## config.mk

```make
export PLATFORM = sky130hd
export DESIGN_NAME = bit_pattern_generator
export DESIGN_NICKNAME = d
export VERILOG_FILES = /design/src/rtl/bitgen_pkg.sv /design/src/rtl/bitgen_shift_reg.sv /design/src/rtl/bit_pattern_generator.sv
export SDC_FILE = /design/constraint.sdc
export NUM_CORES = 1
export LEC_CHECK = 0
export ABC_AREA = 0
export BUFFER_PORTS_ARGS = -buffer_cell sky130_fd_sc_hd__buf_4
export CORE_UTILIZATION = 50
export DETAILED_ROUTE_END_ITERATION = 7
export GPL_TIMING_DRIVEN = 0
export PLACE_DENSITY = 0.8
export SETUP_SLACK_MARGIN = 0.4
export SYNTH_ARGS = -nofsm -noshare
export SYNTH_HDL_FRONTEND = slang
export SYNTH_SLANG_ARGS = --single-unit
```

## constraint.sdc

```tcl
create_clock -name CLOCK_50 -period 2.9 [get_ports CLOCK_50]
set_input_delay 0.435 -clock CLOCK_50 [delete_from_list [all_inputs] [get_ports CLOCK_50]]
set_output_delay 0.435 -clock CLOCK_50 [all_outputs]
set_load 0.02 [all_outputs]
```

## src/rtl/bitgen_pkg.sv

```systemverilog
// Shared types and helpers for the serial bit-pattern generator.
package bitgen_pkg;

  typedef enum logic [1:0] {
    S_IDLE = 2'd0,
    S_FILL = 2'd1,
    S_DONE = 2'd2
  } state_t;

  localparam int BITGEN_WIDTH_DEFAULT = 8;

  // Requested counts above the word width saturate to a full word.
  function automatic int unsigned clamp_count(input int unsigned count, input int unsigned width);
    return (count > width) ? width : count;
  endfunction

endpackage

```

## src/rtl/bitgen_shift_reg.sv

```systemverilog
// Pattern register: cleared on an accepted start, then one 1 shifted in per enabled cycle
// from bit 0 (i_dir=0) or from bit WIDTH-1 (i_dir=1).
module bitgen_shift_reg #(
  parameter int WIDTH = 8
) (
  input  logic             i_clk,
  input  logic             i_rst,
  input  logic             i_clr,
  input  logic             i_shift_en,
  input  logic             i_dir,
  output logic [WIDTH-1:0] o_q
);

  logic [WIDTH-1:0] r_q;

  always_ff @(posedge i_clk) begin
    if (i_rst) begin
      r_q <= '0;
    end else if (i_clr) begin
      r_q <= '0;
    end else if (i_shift_en) begin
      if (i_dir) r_q <= {1'b1, r_q[WIDTH-1:1]};
      else       r_q <= {r_q[WIDTH-2:0], 1'b1};
    end
  end

  assign o_q = r_q;

endmodule

```

## src/rtl/bit_pattern_generator.sv

```systemverilog
// Builds a WIDTH-bit word holding exactly min(count_in, WIDTH) contiguous ones, one per clock.
// Optional popcount self-check on the finished word: BITGEN_SELFCHECK_EN.
module bit_pattern_generator
  import bitgen_pkg::*;
#(
  parameter int WIDTH = BITGEN_WIDTH_DEFAULT,
  parameter int CNT_W = $clog2(WIDTH + 1)
) (
  input  logic             CLOCK_50,
  input  logic             Reset,
  input  logic             start,
  input  logic [CNT_W-1:0] count_in,
  input  logic             align,
  output logic [WIDTH-1:0] pattern,
  output logic             busy,
  output logic             done,
  output logic             err,
  output logic             chk_fail
);

  state_t           r_ps;
  state_t           w_ns;
  logic [CNT_W-1:0] r_remaining;
  logic             r_align_q;
  logic             r_err_q;
  logic             w_accept;
  logic             w_shift_en;
  logic [CNT_W-1:0] w_clamped;
  logic             w_over;

  assign w_accept   = (r_ps == S_IDLE) && start;
  assign w_shift_en = (r_ps == S_FILL) && (r_remaining != '0);
  assign w_clamped  = CNT_W'(clamp_count(32'(count_in), WIDTH));
  assign w_over     = (32'(count_in) > 32'(WIDTH));

  always_ff @(posedge CLOCK_50) begin
    if (Reset) r_ps <= S_IDLE;
    else       r_ps <= w_ns;
  end

  // S_DONE waits for start to drop so a held start cannot retrigger.
  always_comb begin
    w_ns = r_ps;
    case (r_ps)
      S_IDLE:  if (start) w_ns = S_FILL;
      S_FILL:  if (r_remaining == '0) w_ns = S_DONE;
      S_DONE:  if (!start) w_ns = S_IDLE;
      default: w_ns = S_IDLE;
    endcase
  end

  always_comb begin
    busy = 1'b0;
    done = 1'b0;
    err  = 1'b0;
    case (r_ps)
      S_FILL:  busy = 1'b1;
      S_DONE:  begin
        done = 1'b1;
        err  = r_err_q;
      end
      default: ;
    endcase
  end

  always_ff @(posedge CLOCK_50) begin
    if (Reset) begin
      r_remaining <= '0;
      r_align_q   <= 1'b0;
      r_err_q     <= 1'b0;
    end else if (w_accept) begin
      r_remaining <= w_clamped;
      r_align_q   <= align;
      r_err_q     <= w_over;
    end else if (w_shift_en) begin
      r_remaining <= r_remaining - CNT_W'(1);
    end
  end

  bitgen_shift_reg #(
    .WIDTH(WIDTH)
  ) u_shift (
    .i_clk      (CLOCK_50),
    .i_rst      (Reset),
    .i_clr      (w_accept),
    .i_shift_en (w_shift_en),
    .i_dir      (r_align_q),
    .o_q        (pattern)
  );

`ifdef BITGEN_SELFCHECK_EN
  logic [CNT_W-1:0] r_chk_n;
  logic [CNT_W-1:0] w_popcnt;
  logic             r_chk_fail;

  always_comb begin
    w_popcnt = '0;
    for (int i = 0; i < WIDTH; i++) begin
      w_popcnt = w_popcnt + CNT_W'(pattern[i]);
    end
  end

  always_ff @(posedge CLOCK_50) begin
    if (Reset) begin
      r_chk_n    <= '0;
      r_chk_fail <= 1'b0;
    end else if (w_accept) begin
      r_chk_n    <= w_clamped;
      r_chk_fail <= 1'b0;
    end else if ((r_ps == S_DONE) && (w_popcnt != r_chk_n)) begin
      r_chk_fail <= 1'b1;
    end
  end

  assign chk_fail = r_chk_fail;

`ifndef SYNTHESIS
  a_popcount: assert property (@(posedge CLOCK_50) disable iff (Reset)
    (r_ps == S_DONE) |-> (w_popcnt == r_chk_n));
`endif
`else
  assign chk_fail = 1'b0;
`endif

endmodule

```

==> results.sh <==
export IMPL_synth_edf_count=0
export IMPL_cts_resized=0
export IMPL_p_sw_share_pct=31.4
export IMPL_synthArstFlopShare_pct=0
export IMPL_crit_path_start_kind="register"
export IMPL_end_kind="primary output"
export IMPL_hold_depth=3
export IMPL_finalWirelength_mm=1.75
export IMPL_ctsHoldBuffers=0
export IMPL_hp_class="input port to register"
export IMPL_initial_core_util_pct=54.1
export IMPL_max_slew_worst_pin_slew_ns=0.546
export IMPL_antenna_left=0
export IMPL_clk_latency_ns=0.28
export IMPL_irDropWorstVdd_uv=306
export IMPL_num_vias=739
export IMPL_gp_congestion=0.777
export IMPL_clockBufferDepth=2
export IMPL_via_per_inst=5.82
export IMPL_status="complete, no violations"
export IMPL_grt_pass1_wl_mm=2.93
export IMPL_rr_endpoint="r_remaining[0]"
export IMPL_grt_util_all_layers_pct=20.4
export IMPL_p_int_uw=386
export IMPL_rsz0062_at_grt="false"
export IMPL_slowest_stage="dfxtp_1"
export IMPL_ys_types=37
export IMPL_postCtsSetupBuffers=0
export IMPL_cts_root_buf="clkbuf_4"
export IMPL_netlist_area_um2=825
export IMPL_clkPwrFrac_pct=25.7
export IMPL_area_delta_synth_final_pct=22.3
export IMPL_yosysWarnings=0
export IMPL_hold_viol=0
export IMPL_timing_fmax_mhz=501
export IMPL_overflow=0
export IMPL_final_nets=121
export IMPL_fin_crit_sh_pct=68.9
export IMPL_r2r_setup_slack_ns=1.16
export IMPL_cts_htree_levels=1
export IMPL_num_rows=14
export IMPL_dieHeight_um=42.6
export IMPL_grt_max_degree=11
export IMPL_yosysSeqAreaShare_pct=38.8
export IMPL_cts_buffers=3
export IMPL_max_cap_violations=0
export IMPL_routedWlPerCell_um=13.8
export IMPL_synth_flop_cell="dfxtp_1"
export IMPL_fin_area_um2=1010
export IMPL_layoutNonFillerInstCount=127
export IMPL_worstHoldStart="align"
export IMPL_port_buffers=17
export IMPL_syn_area_per_cell_um2=9.16
export IMPL_r2r_start="r_remaining[0]"
export IMPL_slew_headroom_pct=63.6
export IMPL_period_needed_ns=2.00
export IMPL_place_inst=123
export IMPL_min_to="r_align_q"
export IMPL_cts_clk_slew_worst_paths_ns=0.09
export IMPL_powerDensity_nw_per_um2=558
export IMPL_ios=20
export IMPL_reg2regPathDepth=6
export IMPL_ys_ff_latch=16
export IMPL_antenna_cells=0
export IMPL_core_area_um2=1520
export IMPL_finalClockSkew_ns=0.00941
export IMPL_hold_slack_ns=0.405
export IMPL_grt_pass1_vias=700
export IMPL_drcViolationCount=0
export IMPL_dr_pass1_iters=4
export IMPL_nFillCells=131
export IMPL_timing_setup_tns_ns=0
export IMPL_critPathArrivalTime_ns=1.56
export IMPL_crit_path_max_incr_delay_ns=0.45
export IMPL_dp_hpwl_mm=1.28
export IMPL_p_leak_uw=0.000393
export IMPL_synth_fp_nets=99
export IMPL_drive_gt1_share_pct=27.9
export IMPL_post_dp_cell_area_um2=972
export IMPL_slew_violations=0
export IMPL_required_ns=2.47
export IMPL_drt_initial_drc_count=5
export IMPL_cts_tree="built"
export IMPL_grt_antenna_before_repair=0
export IMPL_die_w_um=42.6
export IMPL_crit_chain="nor2b_1 > buf_2 > buf_4"
export IMPL_p_sw_uw=177
export IMPL_critical_path_class="register to primary output"
export IMPL_power_share_sequential_pct=45.7
export IMPL_clock_sinks=16
export IMPL_synth_cells=90
export IMPL_cp_max_fo=10
export IMPL_dieArea_um2=1820
export IMPL_power_frac_comb_pct=28.5
export IMPL_finalSetupViolCount=0
layout by cell type (no fill, tap or decap), drive strengths merged, types with 2 or more instances in the layout:
cell type | synthesis | final
a2111oi | 2 | 2
a211oi | 8 | 8
a21oi | 11 | 11
a31oi | 2 | 2
and2 | 2 | 2
buf | 6 | 23
clkbuf | 0 | 4
dfxtp | 16 | 16
inv | 5 | 5
mux2i | 6 | 6
nand2 | 4 | 4
nand3 | 2 | 2
nor2 | 3 | 3
nor2b | 3 | 3
o21ai | 2 | 2
or3b | 2 | 2
flip-flops by register name, summed over array words and instances (netlist names):
| name | count |
|---|---|
| u_shift.o_q | 8 |
| r_remaining | 4 |
| r_ps | 2 |
| r_align_q | 1 |
| r_err_q | 1 |
Yosys cell counts, drive strengths merged, types with 2 or more instances:
| cell | count | share of area, % |
|---|---|---|
| buf | 6 | 4.4 |
| mux2i | 6 | 7.3 |
| nand3 | 2 | 1.2 |
| nor2b | 3 | 2.3 |
| a21oi | 11 | 6.7 |
| a211oi | 8 | 7.3 |
| or3b | 2 | 2.4 |
| inv | 5 | 2.3 |
| dfxtp | 16 | 39 |
| nor2 | 3 | 1.4 |
| and2 | 2 | 1.8 |
| a31oi | 2 | 1.5 |
| a2111oi | 2 | 2.9 |
| nand2 | 4 | 1.8 |
| o21ai | 2 | 1.2 |
worst max-delay path, delay by kind of cell (launching register included):
kind | cells | cell delay, ns
buffers and inverters | 2 | 0.46
DFF | 1 | 0.45
and+or+nand+nor | 1 | 0.37
final cells by class:
cell class | count | area (um2) | area share, %
Clock buffer | 4 | 36.3 | 3.60
Sequential cell | 16 | 320 | 31.8
Inverter | 5 | 18.8 | 1.86
Multi-Input combinational cell | 63 | 449 | 44.5
Timing Repair Buffer | 17 | 128 | 12.7
Buffer | 6 | 36.3 | 3.60
Tap cell | 16 | 20.0 | 1.99
layer usage:
layer	wire (um)	global-route usage (%)	part of all wire, %	vias to the layer above
met5	0	0	0	-
met4	9	7.50	0.51	0
met3	43	2.59	2.5	2
met2	836	35.4	48	14
met1	861	25.4	49	347
li1	-	-	-	376
stage by stage:
step                      total power (uW)  worst slack [ns]  util, %
after CTS                              565             0.923     66.2
after global placement                 418              1.22     63.8
after floorplan                        374              1.33        -
final                                  563             0.902     66.2
after detailed placement               422              1.18     63.8
after global routing                   592             0.859     66.2
power groups by stage:
stage | clock network, uW | logic (uW) | registers, uW
global placement | 0 | 156 | 261
CTS | 148 | 161 | 257
detailed placement | 0 | 160 | 262
global route | 157 | 174 | 260
floorplan | 0 | 109 | 266
finish | 145 | 161 | 257
cells by family (layout without fill, tap and decap cells):
logic type	after synthesis	in the layout	share of synthesized area, %
other cells	1	1	0.455
mux	6	6	7.28
simple gates	24	24	18.8
buf+inv	11	32	6.68
fa+ha+maj	1	1	1.52
flops	16	16	38.8
compound gates	31	31	26.4
worst max path at each step:
stage	cells past startpoint	slack (ns)	from	endpoint
3_3_place_gp	6	1.22	r_remaining[0]	r_remaining[0]
6_report	3	0.90	r_ps[0]	busy
4_1_cts	3	0.92	r_ps[0]	busy
5_1_grt	3	0.86	r_ps[0]	busy
3_5_place_dp	6	1.18	r_remaining[0]	r_remaining[0]
2_1_floorplan	6	1.33	r_remaining[0]	r_remaining[1]
(Power assumes the default switching activity.)
